--- config.mk ---
export PLATFORM = sky130hd
export DESIGN_NAME = snax_acc_csr_bank
export DESIGN_NICKNAME = d
export VERILOG_FILES = /design/src/rtl/snax_csr_pkg.sv /design/src/rtl/snax_csr_rsp_reg.sv /design/src/rtl/snax_acc_csr_bank.sv
export SDC_FILE = /design/constraint.sdc
export NUM_CORES = 1
export LEC_CHECK = 0
export CORE_ASPECT_RATIO = 1.4
export CORE_UTILIZATION = 48
export DETAILED_ROUTE_END_ITERATION = 8
export PLACE_DENSITY = 0.81
export SYNTH_ARGS = -nofsm -noshare
export SYNTH_HDL_FRONTEND = slang
export SYNTH_SLANG_ARGS = --single-unit
--- constraint.sdc ---
create_clock -name clk_i -period 3.5 [get_ports clk_i]
set_input_delay 0.875 -clock clk_i [delete_from_list [all_inputs] [get_ports clk_i]]
set_output_delay 0.875 -clock clk_i [all_outputs]
set_load 0.02 [all_outputs]
--- src/rtl/snax_csr_pkg.sv ---
// snax_csr_pkg: shared CSR bank indices, bit positions and response type.
// Optional perf counter in the bank is enabled by SNAX_CSR_PERF_CNT_EN.
package snax_csr_pkg;

  localparam int unsigned StatusOffset = 0;
  localparam int unsigned PerfOffset   = 1;

  localparam int unsigned BusyBit  = 0;
  localparam int unsigned StartBit = 0;

  localparam int unsigned CsrDataWidth = 32;

  typedef struct packed {
    logic [CsrDataWidth-1:0] data;
  } csr_rsp_t;

endpackage

--- src/rtl/snax_csr_rsp_reg.sv ---
// snax_csr_rsp_reg: one-deep valid/ready response holding register.
// Generic over the response payload type.
module snax_csr_rsp_reg
  import snax_csr_pkg::*;
#(
  parameter type rsp_t = csr_rsp_t
) (
  input  logic clk_i,
  input  logic rst_i,
  input  logic in_valid_i,
  output logic in_ready_o,
  input  rsp_t in_rsp_i,
  output logic out_valid_o,
  input  logic out_ready_i,
  output rsp_t out_rsp_o
);

  logic valid_q;
  rsp_t rsp_q;

  assign in_ready_o  = !valid_q || out_ready_i;
  assign out_valid_o = valid_q;
  assign out_rsp_o   = rsp_q;

  // load on accept, drop valid once drained
  always_ff @(posedge clk_i) begin
    if (rst_i) begin
      valid_q <= 1'b0;
      rsp_q   <= '0;
    end else if (in_valid_i && in_ready_o) begin
      valid_q <= 1'b1;
      rsp_q   <= in_rsp_i;
    end else if (out_ready_i) begin
      valid_q <= 1'b0;
    end
  end

endmodule

--- src/rtl/snax_acc_csr_bank.sv ---
// snax_acc_csr_bank: RW config CSRs, STATUS/start and PERF for an accelerator.
// Define SNAX_CSR_PERF_CNT_EN to build the busy-cycle perf counter.
module snax_acc_csr_bank
  import snax_csr_pkg::*;
#(
  parameter int unsigned DataWidth = 32,
  parameter int unsigned AddrWidth = 32,
  parameter int unsigned NumRwCsr  = 8
) (
  input  logic                          clk_i,
  input  logic                          rst_i,
  input  logic [AddrWidth-1:0]          acc_req_addr_i,
  input  logic [DataWidth-1:0]          acc_req_data_i,
  input  logic                          acc_req_wen_i,
  input  logic                          acc_req_valid_i,
  output logic                          acc_req_ready_o,
  output logic [DataWidth-1:0]          acc_rsp_data_o,
  output logic                          acc_rsp_valid_o,
  input  logic                          acc_rsp_ready_i,
  output logic [NumRwCsr*DataWidth-1:0] csr_o,
  output logic                          start_o,
  input  logic                          busy_i
);

  localparam int unsigned IdxW =
    (NumRwCsr > 1) ? $clog2(NumRwCsr) : 1;

  localparam logic [AddrWidth-1:0] RwLimit =
    AddrWidth'(NumRwCsr);
  localparam logic [AddrWidth-1:0] StatusIdx =
    AddrWidth'(NumRwCsr + StatusOffset);
  localparam logic [AddrWidth-1:0] PerfIdx =
    AddrWidth'(NumRwCsr + PerfOffset);

  typedef struct packed {
    logic [DataWidth-1:0] data;
  } rsp_t;

  logic [DataWidth-1:0] csr_q [NumRwCsr];
  logic [DataWidth-1:0] rd_data;
  logic [DataWidth-1:0] perf_val;
  logic [IdxW-1:0]      idx;
  logic accept;
  logic is_rw;
  logic is_status;
  logic is_perf;
  logic start_q;
  rsp_t rsp_in;
  rsp_t rsp_out;

  assign idx       = acc_req_addr_i[IdxW-1:0];
  assign accept    = acc_req_valid_i && acc_req_ready_o;
  assign is_rw     = acc_req_addr_i < RwLimit;
  assign is_status = acc_req_addr_i == StatusIdx;
  assign is_perf   = acc_req_addr_i == PerfIdx;

  // RW config registers
  always_ff @(posedge clk_i) begin
    if (rst_i) begin
      for (int k = 0; k < NumRwCsr; k++) begin
        csr_q[k] <= '0;
      end
    end else if (accept && acc_req_wen_i && is_rw) begin
      csr_q[idx] <= acc_req_data_i;
    end
  end

  // start pulse only when the accelerator is idle at acceptance
  always_ff @(posedge clk_i) begin
    if (rst_i) begin
      start_q <= 1'b0;
    end else begin
      start_q <= accept && acc_req_wen_i && is_status &&
                 acc_req_data_i[StartBit] && !busy_i;
    end
  end

  assign start_o = start_q;

`ifdef SNAX_CSR_PERF_CNT_EN
  logic [DataWidth-1:0] perf_q;

  // busy-cycle counter, cleared by start, saturating
  always_ff @(posedge clk_i) begin
    if (rst_i) begin
      perf_q <= '0;
    end else if (start_q) begin
      perf_q <= '0;
    end else if (busy_i && (perf_q != '1)) begin
      perf_q <= perf_q + 1'b1;
    end
  end

  assign perf_val = perf_q;
`else
  assign perf_val = '0;
`endif

  // read mux: value before this request's write
  always_comb begin
    rd_data = '0;
    unique case (1'b1)
      is_rw:     rd_data = csr_q[idx];
      is_status: rd_data[BusyBit] = busy_i;
      is_perf:   rd_data = perf_val;
      default:   rd_data = '0;
    endcase
  end

  // flatten config registers
  always_comb begin
    csr_o = '0;
    for (int k = 0; k < NumRwCsr; k++) begin
      csr_o[k*DataWidth +: DataWidth] = csr_q[k];
    end
  end

  assign rsp_in.data = rd_data;

  snax_csr_rsp_reg #(
    .rsp_t (rsp_t)
  ) i_rsp_reg (
    .clk_i       (clk_i),
    .rst_i       (rst_i),
    .in_valid_i  (acc_req_valid_i),
    .in_ready_o  (acc_req_ready_o),
    .in_rsp_i    (rsp_in),
    .out_valid_o (acc_rsp_valid_o),
    .out_ready_i (acc_rsp_ready_i),
    .out_rsp_o   (rsp_out)
  );

  assign acc_rsp_data_o = rsp_out.data;

endmodule

==> metrics.txt, run 1 <==
GRT overflow=0; number of H-tree levels=1; Slew HR=0.5851; non-filler instance count after layout=1527; Initial Util=0.4931; Max FO, Critical Path=3; post-DR vias/cell=5.648; count leader, synth=edfxtp_1; Syn. warnings=0; Top FF cell, synth=edfxtp_1; DR DRC count=20; largest net degree at the start of global routing=41; leakage=6.501 nW; Area growth syn-to-layout=40.72%; Fin Setup TNS=0 ns; Syn Inst Count=803; utilization after layout=0.6939; GRT met1 Usage=0.3432; # setup viols final=0; Synth Register Bits=290; Placed Area=16910 µm²; Avg Cell Area, Syn=15.69 µm²; PD cells=428.4 nW/µm²; worst hold margin=0.4498 ns; final slew viol count=0; Slew @ Worst Pin=0.6223 ns; total power draw=7.597 mW; die height=193.7 µm; Core ar.=25550 µm²; Max-Cap Viols=0; Data required, critical path=2.62 ns; synth unique cells=29; RSZ-0062 raised after global routing=false; vias in the first global route=8935; Die Wd=138.9 µm; leading area contributor after synthesis=edfxtp_1; net count of the mapped netlist=873; die area=26910 µm²; Site Rows=69; Crit. End Element=primary output; WL/cell=25.35 µm; initial antenna violation count=3; failing checks=DRC; Detail Route Antenna Nets=0; final worst-path cycle share=0.8731; first-pass GRT wire length=57480 µm; fin area=17730 µm²; Initial DRT Pass Iterations=9; min-delay worst type=reg2reg; Post-synth top cells=256 x edfxtp_1, 199 x and2_1, 64 x mux4_2; register area share after synthesis=0.6641; Netlist Area Pre-Place=12600 µm²; Async SR Flop Fraction=0; Setup crit start kind=primary input; Fmax achieved=327.2 MHz; DR iter-0 viols=709; CTS Buf Count=27; Setup CP Type=in2out; Placed Cells=1478; CTS tree=built; area share of the largest cell type after synthesis=0.6101; CTS sink count=290; Layout Nets=1258; setup ws final=0.4441 ns; via count=8624; Final Hold Fails=0; # Post-CTS Setup Buffers=0; Post-synth EDFFs=256; All-Layer GR Usage=0.2912; number of hold buffers added after CTS=0; min Tclk post-route=3.056 ns; M2 GR Usage=0.5251; status=complete, but fails checks; met3 Usage GRT=0.04890; Max Root-Sink Buffers=3; PortBufs=360; Ports=361; pre-CTS setup slack=0.1843 ns; worst skew pair latency=0.53 ns; global route hottest layer=met2; clk_skew=0.01345 ns; CTS clk-pin slew, worst paths=0.06 ns; CP arrival=2.18 ns; share of cells above drive strength 1=0.1874; largest cells by area after synthesis=edfxtp_1 61%, mux4_2 11%, and2_1 9.9%; Routed WL=38720 µm; hpwl dp=27040 µm; post-cts sizing count=0; routability cong.=0.8172; worst vdd ir=405.3 µV; clk root buf=clkbuf_16
==> per-layer routing <==
layer,up-vias,routed length (µm)
met5,-,13
met1,4319,13950
met3,106,2737
met2,468,20460
li1,3729,-
met4,2,1554
==> flip-flops by register name (all words and copies together) (netlist names) <==
signal,cells
csr_q,256
i_rsp_reg.out_rsp_o,32
i_rsp_reg.out_valid_o,1
start_o,1
==> worst max-delay path, cell delays in order <==
cell	delay, ns
clkdlybuf4s50_1	0.45
nand2b_1	0.12
buf_4	0.14
clkdlybuf4s50_1	0.60
==> logic make-up after synthesis <==
group,Yosys count,synth area share
AO/OA/AOI/OAI,35,0.01410
buffers and inverters,51,0.01609
flip-flops,290,0.6641
multiplexers,96,0.1398
AND/OR/NAND/NOR,331,0.1659
==> final cells by class <==
type	instances	area [µm²]
repair buffers	405	4086
fillers	1707	7823
flip-flops and latches	290	8368
clock inverters	9	77.57
multi-input cells	462	4051
diodes	2	5.005
inverters	2	7.507
clock buffers	38	737.0
well taps	319	399.1
==> placed cells by master (no fill, tap or decap), types with 2 or more instances in the layout <==
cell / n
clkinv_1: 2
o21ai_0: 32
or2_2: 9
buf_12: 12
and2_2: 57
or4_4: 2
clkbuf_8: 2
nor4_1: 8
dfxtp_1: 34
clkbuf_16: 27
nor4_4: 2
nand4_1: 2
and2_1: 199
mux2i_1: 32
nor2b_1: 2
nand2_1: 35
edfxtp_1: 256
clkinv_2: 3
buf_4: 35
mux4_2: 64
and3_2: 6
diode_2: 2
nor3_1: 3
clkbuf_1: 9
clkdlybuf4s50_1: 358
==> where the power goes <==
group / switching (mW) / internal (mW) / total [mW]
Combinational: 0.440 / 0.425 / 0.865
Sequential: 0.0827 / 3.87 / 3.95
Clock: 1.24 / 1.54 / 2.78
Total: 1.76 / 5.83 / 7.60
==> path summary, 6_finish.rpt <==
path	depth (start not counted)	start	to	slack, ns
min	2	i_rsp_reg.out_rsp_o[5]	i_rsp_reg.out_rsp_o[5]	0.45
max	4	acc_rsp_ready_i	acc_req_ready_o	0.44
max reg2reg	6	i_rsp_reg.out_valid_o	csr_q[6][16]	1.32
min reg2reg	2	i_rsp_reg.out_rsp_o[5]	i_rsp_reg.out_rsp_o[5]	0.45
Note: power is estimated with default switching activity, not from simulation.
==> inputs of run 2 (changes only) <==
Settings changed: CORE_UTILIZATION 48 to 43, PLACE_DENSITY 0.81 to 0.76.
Clock period 3.5 ns to 2.6 ns, I/O delays scaled along.
==> run 2 against run 1 <==
Cell count up 5.2%. The run now ends clean. Global-route usage down 2.6 points. Clock power up 54%. Wire length up 2.7%. Setup slack worse by 0.37 ns. Critical endpoint is now csr_q[6][0]. Via count down 1.0%. Critical path type is now in2reg.
==> metrics.txt, run 2 (synthesized netlist as in run 1, its figures left out) <==
Setup CP Type=in2reg; fin area=18320 µm²; non-filler instance count after layout=1606; Routed WL=39760 µm; most common cell after layout, fill and taps aside=clkdlybuf4s50_1; All-Layer GR Usage=0.2653; initial antenna violation count=1; Placed Area=17280 µm²; Max-Cap Viols=0; # setup viols final=0; die height=204.6 µm; PortBufs=360; CTS clk-pin slew, worst paths=0.07 ns; clk root buf=clkbuf_16; WL/cell=24.75 µm; CTS tree=built; Biggest register=csr_q; Initial Util=0.4408; routability cong.=0.8538; DR iter-0 viols=635; Crit. End Element=flop; vias in the first global route=8929; Area growth syn-to-layout=45.39%; hpwl dp=28130 µm; Ports=361; Data required, critical path=2.85 ns; largest net degree at the start of global routing=33; clk_skew=0.01176 ns; GRT overflow=0; Logic pwr share=0.112; Slew HR=0.7112; share of cells above drive strength 1=0.2106; Initial DRT Pass Iterations=4; Detail Route Antenna Nets=0; post-DR vias/cell=5.316; worst hold margin=0.4555 ns; Final Hold Fails=0; die area=30000 µm²; Setup crit start kind=primary input; Clk pwr share=0.396; Max Root-Sink Buffers=3; Placed Cells=1554; Sw Share=0.2277; status=finished, final reports clean; PD cells=590.4 nW/µm²; Max FO, Critical Path=13; CTS sink count=290; final slew viol count=0; Fin Setup TNS=0 ns; CP arrival=2.77 ns; number of H-tree levels=1; min Tclk post-route=2.522 ns; footprint of the multi-input gates=4103 µm²; Layout Nets=1280; P_int=8.353 mW; Fmax achieved=396.5 MHz; leakage=6.778 nW; CTS Buf Count=28; Core ar.=28590 µm²; first-pass GRT wire length=57660 µm; register area=8368 µm²; via count=8537; most frequent cells in the layout=353 x clkdlybuf4s50_1, 256 x edfxtp_1, 199 x and2_1; final worst-path cycle share=0.9700; Fillers=2085; max reg flops=256; Switch Pwr=2.463 mW; worst skew pair latency=0.54 ns; RSZ-0062 raised after global routing=true; worst vdd ir=559.1 µV; Slew @ Worst Pin=0.4332 ns; Site Rows=73; DR DRC count=0; Flop pwr share=0.492; # Post-CTS Setup Buffers=0; Die Wd=146.7 µm; min-delay worst type=reg2reg
-- run 2: cell types whose count changed in the layout (fill, tap and decap cells not counted), moves of 3 or more --
cell,previous run,this run
clkdlybuf4s50_1,358,353
bufinv_16,1,4
buf_4,35,43
clkbuf_1,9,3
or2_4,0,9
clkbuf_16,27,30
buf_12,12,22
dlymetal6s2s_1,0,4
nor4_2,0,3
nor4_1,8,5
or2_2,9,0
-- run 2: final timing paths --
kind	startpoint	end	slack, ns	cells past startpoint
worst max-delay path	acc_rsp_ready_i	csr_q[6][0]	0.08	7
worst min-delay path	i_rsp_reg.out_rsp_o[8]	i_rsp_reg.out_rsp_o[8]	0.46	2
worst max register to register	i_rsp_reg.out_valid_o	csr_q[6][0]	0.37	6
worst min register to register	i_rsp_reg.out_rsp_o[8]	i_rsp_reg.out_rsp_o[8]	0.46	2
-- run 2: metal layers --
layer | vias up | GRT usage | routed length, µm
met5 | - | 0 | 0
met4 | 0 | 0.1060 | 1472
met3 | 69 | 0.04298 | 2633
met2 | 384 | 0.4746 | 20950
met1 | 4310 | 0.3183 | 14700
li1 | 3774 | - | -
-- run 2: critical path: stages --
cell and delay (ns):
clkdlybuf4s50_1 0.46, nand2b_1 0.13, nand3b_1 0.21, or4_4 0.58, nor4_4 0.33, or2_4 0.24, buf_12 0.16
-- run 2: layout make-up --
| cell class | count | area share |
|---|---|---|
| Inverter | 2 | 0.0004098 |
| Clock buffer | 36 | 0.04323 |
| Antenna cell | 1 | 0.0001366 |
| Tap cell | 375 | 0.02561 |
| Sequential cell | 290 | 0.4568 |
| Timing Repair Buffer | 426 | 0.2403 |
| Multi-Input combinational cell | 462 | 0.2239 |
| Clock inverter | 14 | 0.009562 |
-- run 2: timing repair --
| action | 4_1_cts | 5_1_grt |
|---|---|---|
| hold buffers | 0 | 0 |
| setup endpoints to repair | 1 | 505 |
| gates resized for setup | 1 | 12 |
| pin swaps | 0 | 8 |
| gates cloned | 0 | 1 |
-- run 2: power by group through the flow --
stage / Clock (mW) / Combinational [mW] / Sequential [mW]
global placement: 0 / 1.20 / 5.41
global route: 4.48 / 1.27 / 5.33
floorplan: 0 / 0.327 / 5.58
detailed placement: 0 / 1.21 / 5.41
finish: 4.28 / 1.22 / 5.32
CTS: 4.32 / 1.22 / 5.32
-- run 2: metrics by stage --
stage	utilization	setup WS (ns)	total power, mW
2_1_floorplan	-	-0.06428	5.907
3_3_place_gp	0.6044	-0.5499	6.617
3_5_place_dp	0.6044	-0.5345	6.628
4_1_cts	0.6381	0.003933	10.86
5_1_grt	0.6408	-0.01520	11.08
6_report	0.6408	0.07805	10.82
==> inputs of run 3 (changes only) <==
Settings changed: CAP_MARGIN set to 10, RECOVER_POWER set to 25.
==> run 3 against run 2 <==
Sequential power about the same. Die area unchanged. Cell count unchanged. Maximum frequency about the same. Critical path depth unchanged. Highest routed layer unchanged. Setup slack about the same.
==> metrics.txt, run 3 (synthesized netlist as in run 1, its figures left out) <==
status=finished, final reports clean; largest net degree at the start of global routing=33; Switch Pwr=2.460 mW; min-delay worst type=reg2reg; Data required, critical path=2.85 ns; final slew viol count=0; Layout Nets=1280; Setup crit start kind=primary input; routability cong.=0.8538; stages on the worst setup path=7; Slew @ Worst Pin=0.4425 ns; CTS sink count=290; setup slack, reg-to-reg=0.38 ns; worst r2r dst=csr_q[6][0]; Crit. End Element=flop; Sw Share=0.2282; clk root buf=clkbuf_16; via count=8571; final worst-path cycle share=0.9699; Placed Area=17280 µm²; Hold EP=i_rsp_reg.out_rsp_o[8]; Core ar.=28590 µm²; crit-path leading delay family=simple AND/OR/NAND/NOR gates; Clk pwr share=0.397; slowest cell on the critical path=or4_4; Max FO, Critical Path=13; worst skew pair latency=0.54 ns; CP bufs+invs=2; DR iter-0 viols=647; # setup viols final=0; most frequent cells in the layout=256 x edfxtp_1, 199 x and2_1, 187 x clkdlybuf4s50_1; cells on worst reg2reg path=6; worst vdd ir=562.1 µV; min Tclk post-route=2.522 ns; initial antenna violation count=1; # Post-CTS Setup Buffers=0; pre-CTS setup slack=-0.5345 ns; max reg flops=256; R2R Path Start=i_rsp_reg.out_valid_o; setup ws final=0.07836 ns; Initial DRT Pass Iterations=5; leakage=7.035 nW; Hold Path Origin=i_rsp_reg.out_rsp_o[8]; cells along the critical path=clkdlybuf4s50_1 > nand2b_1 > nand3b_1 > or4_4 > nor4_4 > or2_4 > buf_12; WHS Path Cells=2; GRT met1 Usage=0.3183; die area=30000 µm²; hpwl dp=28130 µm; CTS Buf Count=28; most common cell after layout, fill and taps aside=edfxtp_1; met3 Usage GRT=0.04298; Routed WL=39690 µm; share of cells above drive strength 1=0.2098; Setup CP Type=in2reg; Final Hold Fails=0; Logic pwr share=0.110; CP arrival=2.77 ns; PD cells=588.7 nW/µm²; Biggest register=csr_q; RSZ-0062 raised after global routing=true; total power draw=10.78 mW; Ports=361; Detail Route Antenna Nets=0; DR DRC count=0; global route hottest layer=met2; P_int=8.322 mW; GRT overflow=0; CTS tree=built; Fillers=2087; PortBufs=360; Initial Util=0.4408; post-DR vias/cell=5.337; first-pass GRT wire length=57660 µm; Max-Cap Viols=0; CTS clk-pin slew, worst paths=0.07 ns; number of H-tree levels=1; fin area=18320 µm²; Fmax achieved=396.6 MHz; Area growth syn-to-layout=45.36%; Max Root-Sink Buffers=3; die height=204.6 µm; Flop pwr share=0.493; slowest stage delay, CP=0.58 ns; vias in the first global route=8929; clk_skew=0.01196 ns; Site Rows=73; All-Layer GR Usage=0.2653; WL/cell=24.71 µm; Die Wd=146.7 µm; Slew HR=0.7050; M2 GR Usage=0.4746
run 3: area by class of cell:
cell class | instances | area (µm²) | share of cell area
antenna | 1 | 2.502 | 0.0001366
clock buffer | 36 | 792.0 | 0.04324
clock inverter | 14 | 175.2 | 0.009564
inverter | 2 | 7.507 | 0.0004099
multi-input combinational | 462 | 4103 | 0.2240
sequential | 290 | 8368 | 0.4569
tap | 375 | 469.2 | 0.02562
timing repair buffer | 426 | 4399 | 0.2402
run 3: power by group through the flow:
stage	Clock, mW	Combinational [mW]	Sequential, mW
floorplan	0	0.327	5.58
global placement	0	1.20	5.41
detailed placement	0	1.21	5.41
CTS	4.32	1.22	5.32
global route	4.48	1.24	5.33
finish	4.28	1.19	5.31
run 3: per-stage QoR:
step	setup TNS, ns	hold slack [ns]	cells	utilization
3_5_place_dp	-238.13	0.4462	1554	0.6044
3_3_place_gp	-241.80	0.4334	1554	0.6044
2_1_floorplan	-2.057	0.5377	803	-
6_report	0	0.4505	1606	0.6407
4_1_cts	0	0.4620	1604	0.6381
5_1_grt	-0.5036	0.4830	1606	0.6407
run 3: what timing repair did:
action,in CTS,in global routing
gates resized for setup,1,12
gates cloned,0,1
hold buffers,0,0
endpoints found under the setup margin,1,505
pin swaps,0,8
run 3: worst max path at each step:
stage	from	to
after global routing	acc_req_addr_i[31]	csr_q[5][10]
after detailed placement	acc_req_addr_i[23]	csr_q[5][18]
after global placement	acc_req_addr_i[23]	csr_q[2][1]
after floorplan	acc_req_addr_i[17]	csr_q[6][0]
final	acc_rsp_ready_i	csr_q[6][0]
after CTS	acc_req_addr_i[23]	csr_q[3][4]
run 3: layer usage:
layer	vias to the layer above	wire [µm]
li1	3775	-
met5	-	0
met4	0	1434
met1	4327	14610
met3	66	2718
met2	403	20930
run 3: worst min-delay path, delay by kind of cell, from the launching register on:
family	cells	cell delay, ns
DFF	1	0.32
AOI/OAI and AO/OA	1	0.05
and+or+nand+nor	1	0.04
==> RTL change 1, RTL diff (settings of run 2) <==
Add a define of `SNAX_CSR_PERF_CNT_EN`.
--- a/src/rtl/snax_acc_csr_bank.sv
+++ b/src/rtl/snax_acc_csr_bank.sv
@@ -1,5 +1,7 @@
 // snax_acc_csr_bank: RW config CSRs, STATUS/start and PERF for an accelerator.
 // Define SNAX_CSR_PERF_CNT_EN to build the busy-cycle perf counter.
+`define SNAX_CSR_PERF_CNT_EN
+
 module snax_acc_csr_bank
   import snax_csr_pkg::*;
 #(
Function: changed (a bounded check fails within 4 cycles, from zero or initial values and one cycle with rst_i high).
==> RTL change 1 against run 2 <==
  * Setup slack improved by 0.056 ns
  * Total power increased by 8.4%
  * Via count increased by 25%
  * Routed wire length increased by 21%
  * Sequential cell count increased by 32
  * Cell area increased by 11%
  * Synthesized area increased by 17%
  * Critical path depth increased by 1
==> RTL change 1: results <==
metrics = {
    "timing": {
        "fin_skew_ns": 0.0139,
    },
    "routing": {
        "first_iter_violations": 922,
        "dr.pass1.iters": 7,
        "wl_met3_um": 4030,
        "wl_per_cell_um": 25.4,
        "wirelength_met1_um": 17000,
        "via_count": 10657,
    },
    "grt": {
        "grt_pass1_vias": 10613,
        "grt_pass1_wl_um": 69600,
        "groute.usage.overall_pct": 27.7,
        "grt_max_degree": 45,
    },
    "status": {
        "status": "complete, no violations",
    },
    "place": {
        "gp_congestion": 0.998,
        "dp_worst_setup_slack_ns": -0.458,
        "dpl_cell_area_sq_um": 19400,
    },
    "synthesis": {
        "ys_types": 52,
        "yosys-top-cells-count": "256 x edfxtp_1, 253 x and2_1, 66 x dfxtp_1",
        "syn-num-nets": 1111,
        "seq_area_frac_synth_pct": 61.4,
        "synth_area_leaders": "edfxtp_1 52%, and2_1 11%, mux4_2 9.8%, dfxtp_1 9.0%, mux2_2 2.5%",
    },
    "critical_path": {
        "slowest_delay_ns": 0.55,
        "critPathLaunch": "acc_req_addr_i[26]",
        "critPathMaxFanout": 32,
    },
    "worst_hold_path": {
        "min-delay-start": "i_rsp_reg.out_rsp_o[23]$_SDFFE_PP0P_",
    },
    "power": {
        "p_leak_nw": 7.32,
        "ir_drop_uv": 613,
    },
    "clocking": {
        "numCtsBuffers": 30,
    },
    "layout": {
        "fill_cells": 2617,
        "layout-drive-gt1-share_pct": 16.9,
        "fin_nets": 1501,
    },
}
RTL change 1: cell type report:
type	count	area (sq um)	share of cell area, %
sequential	322	9010	44.2
multi-input combinational	640	5320	26.1
timing repair buffer	431	4510	22.1
clock buffer	43	841	4.13
tap	445	557	2.73
clock inverter	13	118	0.577
inverter	5	18.8	0.0921
antenna	1	2.50	0.0123
RTL change 1: worst paths after layout:
path	end	slack, ns	cells after the start
worst min register to register	i_rsp_reg.out_rsp_o[23]$_SDFFE_PP0P_	0.50	2
worst min-delay path	i_rsp_reg.out_rsp_o[23]$_SDFFE_PP0P_	0.50	2
worst max-delay path	csr_q[4][26]$_SDFFCE_PN0P_	0.13	8
worst max register to register	perf_q[9]$_SDFFE_PP0P_	0.22	5
RTL change 1: kinds of logic after synthesis:
kind of cell,after synthesis,share of synthesized area [%]
AND/OR/NAND/NOR,452,18.8
flip-flops,322,61.4
multiplexers,98,12.4
buffers and inverters,78,2.72
AO/OA/AOI/OAI,76,3.87
XOR/XNOR,13,0.776
adder cells (fa/ha/maj),1,0.0852
RTL change 1: timing repair:
| item | 4_1_cts | 5_1_grt |
|---|---|---|
| hold buffers | 0 | 0 |
| resized for setup | 0 | 1 |
| endpoints found under the setup margin | 0 | 1 |
RTL change 1: stage by stage:
| step | TNS, ns | util, % | instances |
|---|---|---|---|
| 2_1_floorplan | -5.51 | - | 1040 |
| 3_5_place_dp | -168.75 | 58.1 | 1843 |
| 4_1_cts | 0 | 61.0 | 1899 |
| 5_1_grt | 0 | 61.0 | 1899 |
| 6_report | 0 | 61.0 | 1900 |
| 3_3_place_gp | -157.56 | 58.1 | 1843 |
RTL change 1: report_power, final:
part	switching, mW	internal [mW]	leakage (nW)
combinational	0.790	0.729	3.73
sequential	0.129	5.73	3.13
clock	1.91	2.44	0.469
total	2.83	8.90	7.32
RTL change 1: worst max-delay path, delay by kind of cell:
kind,cells,cell delay (ns)
buffers and inverters,3,0.98
and+or+nand+nor,5,1.24
RTL change 1: metal layers:
metal,vias to the layer above,GRT usage [%]
met5,-,0
met4,0,11.9
met3,91,5.41
met2,541,48.2
met1,5332,33.2
li1,4693,-
==> RTL change 2, RTL diff (settings of run 2) <==
Without the edit above. Change the parameter `AddrWidth` from 32 to 64.
--- a/src/rtl/snax_acc_csr_bank.sv
+++ b/src/rtl/snax_acc_csr_bank.sv
@@ -4,7 +4,7 @@
   import snax_csr_pkg::*;
 #(
   parameter int unsigned DataWidth = 32,
-  parameter int unsigned AddrWidth = 32,
+  parameter int unsigned AddrWidth = 64,
   parameter int unsigned NumRwCsr  = 8
 ) (
   input  logic                          clk_i,
Interface: changed (resized acc_req_addr_i); port bits go from 361 to 393. No check against the original RTL was run, so the function may have changed too.
==> RTL change 2 against run 2 <==
  * Synthesized area down 4.3%
  * Routed wire length up 14%
  * Critical path type unchanged
  * Synthesized cell count up 16%
  * Register-to-register slack better by 0.07 ns
  * First-iteration DRC count up 81%
  * Sequential cell count unchanged
  * Cell area up 0.74%
  * Sequential power up 2%
  * Setup slack worse by 0.011 ns
  * Via count up 21%
  * Fmax down 0.45%
  * Total power up 3.1%
==> RTL change 2: results <==
metrics = {
    "critical_path": {
        "cp.arrival_ns": 2.78,
        "critPathSlowestCell": "nor4_4",
        "slowest_delay_ns": 0.43,
        "endpoint": "csr_q[7][12]$_SDFFCE_PN0P_",
        "critPathLaunch": "acc_req_addr_i[28]",
        "rr_worst_depth": 10,
        "r2r_slack_ns": 0.44,
        "critPathMaxFanout": 5,
    },
    "routing": {
        "dr.pass1.iters": 8,
        "wl_met3_um": 5120,
        "wl_met2_um": 22500,
        "wl_per_cell_um": 25.8,
        "first_iter_violations": 1151,
    },
    "power": {
        "p_leak_nw": 6.69,
        "ir_drop_uv": 509,
        "power_clock_mw": 4.14,
        "seqPwrFrac_pct": 48.6,
        "pwr-share-comb_pct": 14.3,
        "p_int_mw": 8.42,
    },
    "layout": {
        "comb.multi_input.count": 560,
        "nonClkBufAreaFrac_pct": 27.5,
        "n_antenna_cell": 3,
        "seq_share_pct": 45.3,
        "fin_nets": 1463,
        "fin_util_pct": 67.0,
        "multi_input_area_share_pct": 19.6,
        "fill_cells": 2033,
        "buffers": 481,
        "clock_cell_area_share_pct": 4.99,
        "clkbuf_count": 32,
    },
    "worst_hold_path": {
        "whs_path_depth": 1,
        "min_to": "i_rsp_reg.out_rsp_o[5]$_SDFFE_PP0P_",
    },
    "synthesis": {
        "seq_area_frac_synth_pct": 69.4,
        "synth_area_leaders": "edfxtp_1 64%, nor2_1 8.0%, dfxtp_1 5.6%, mux2i_1 5.2%, o221ai_1 4.5%",
        "syn-num-nets": 1034,
        "syn_inst": 932,
    },
    "place": {
        "dp.cells": 1681,
        "dp_hpwl_um": 30400,
        "portBuffers": 392,
        "gp_congestion": 0.873,
    },
    "timing": {
        "hold_ws_ns": 0.478,
        "period_needed_ns": 2.53,
        "tightest_slew_ns": 0.632,
    },
    "grt": {
        "antenna_found_initial": 2,
        "grt_pass1_vias": 10535,
        "grt_pass1_wl_um": 64400,
        "groute.usage.overall_pct": 30.8,
    },
    "clocking": {
        "numCtsBuffers": 26,
        "clk_path_buf_depth": 3,
        "ctsResizeCount": 52,
        "post_cts_buffers": 13,
    },
    "status": {
        "status": "complete, no violations",
    },
}
## RTL change 2: cell count changes in the layout (fill, tap and decap cells not counted), sizes merged, moves of 22 or more
cell / before / now
nor2: 1 / 257
a222oi: 0 / 31
a22o: 0 / 31
and2: 256 / 2
clkdlybuf4s50: 353 / 331
mux2i: 32 / 63
mux4: 64 / 2
o21ai: 32 / 0
o221ai: 0 / 62
nand2: 35 / 67
## RTL change 2: routing by layer
layer	vias up	GRT usage [%]
met2	807	52.8
li1	4405	-
met4	0	20.6
met3	171	6.24
met1	4948	34.0
met5	-	0
## RTL change 2: cells by family after synthesis
| group | Yosys count | synth area share [%] |
|---|---|---|
| compound gates | 135 | 9.97 |
| buf+inv | 82 | 2.89 |
| simple gates | 360 | 12.1 |
| mux | 65 | 5.60 |
| flops | 290 | 69.4 |
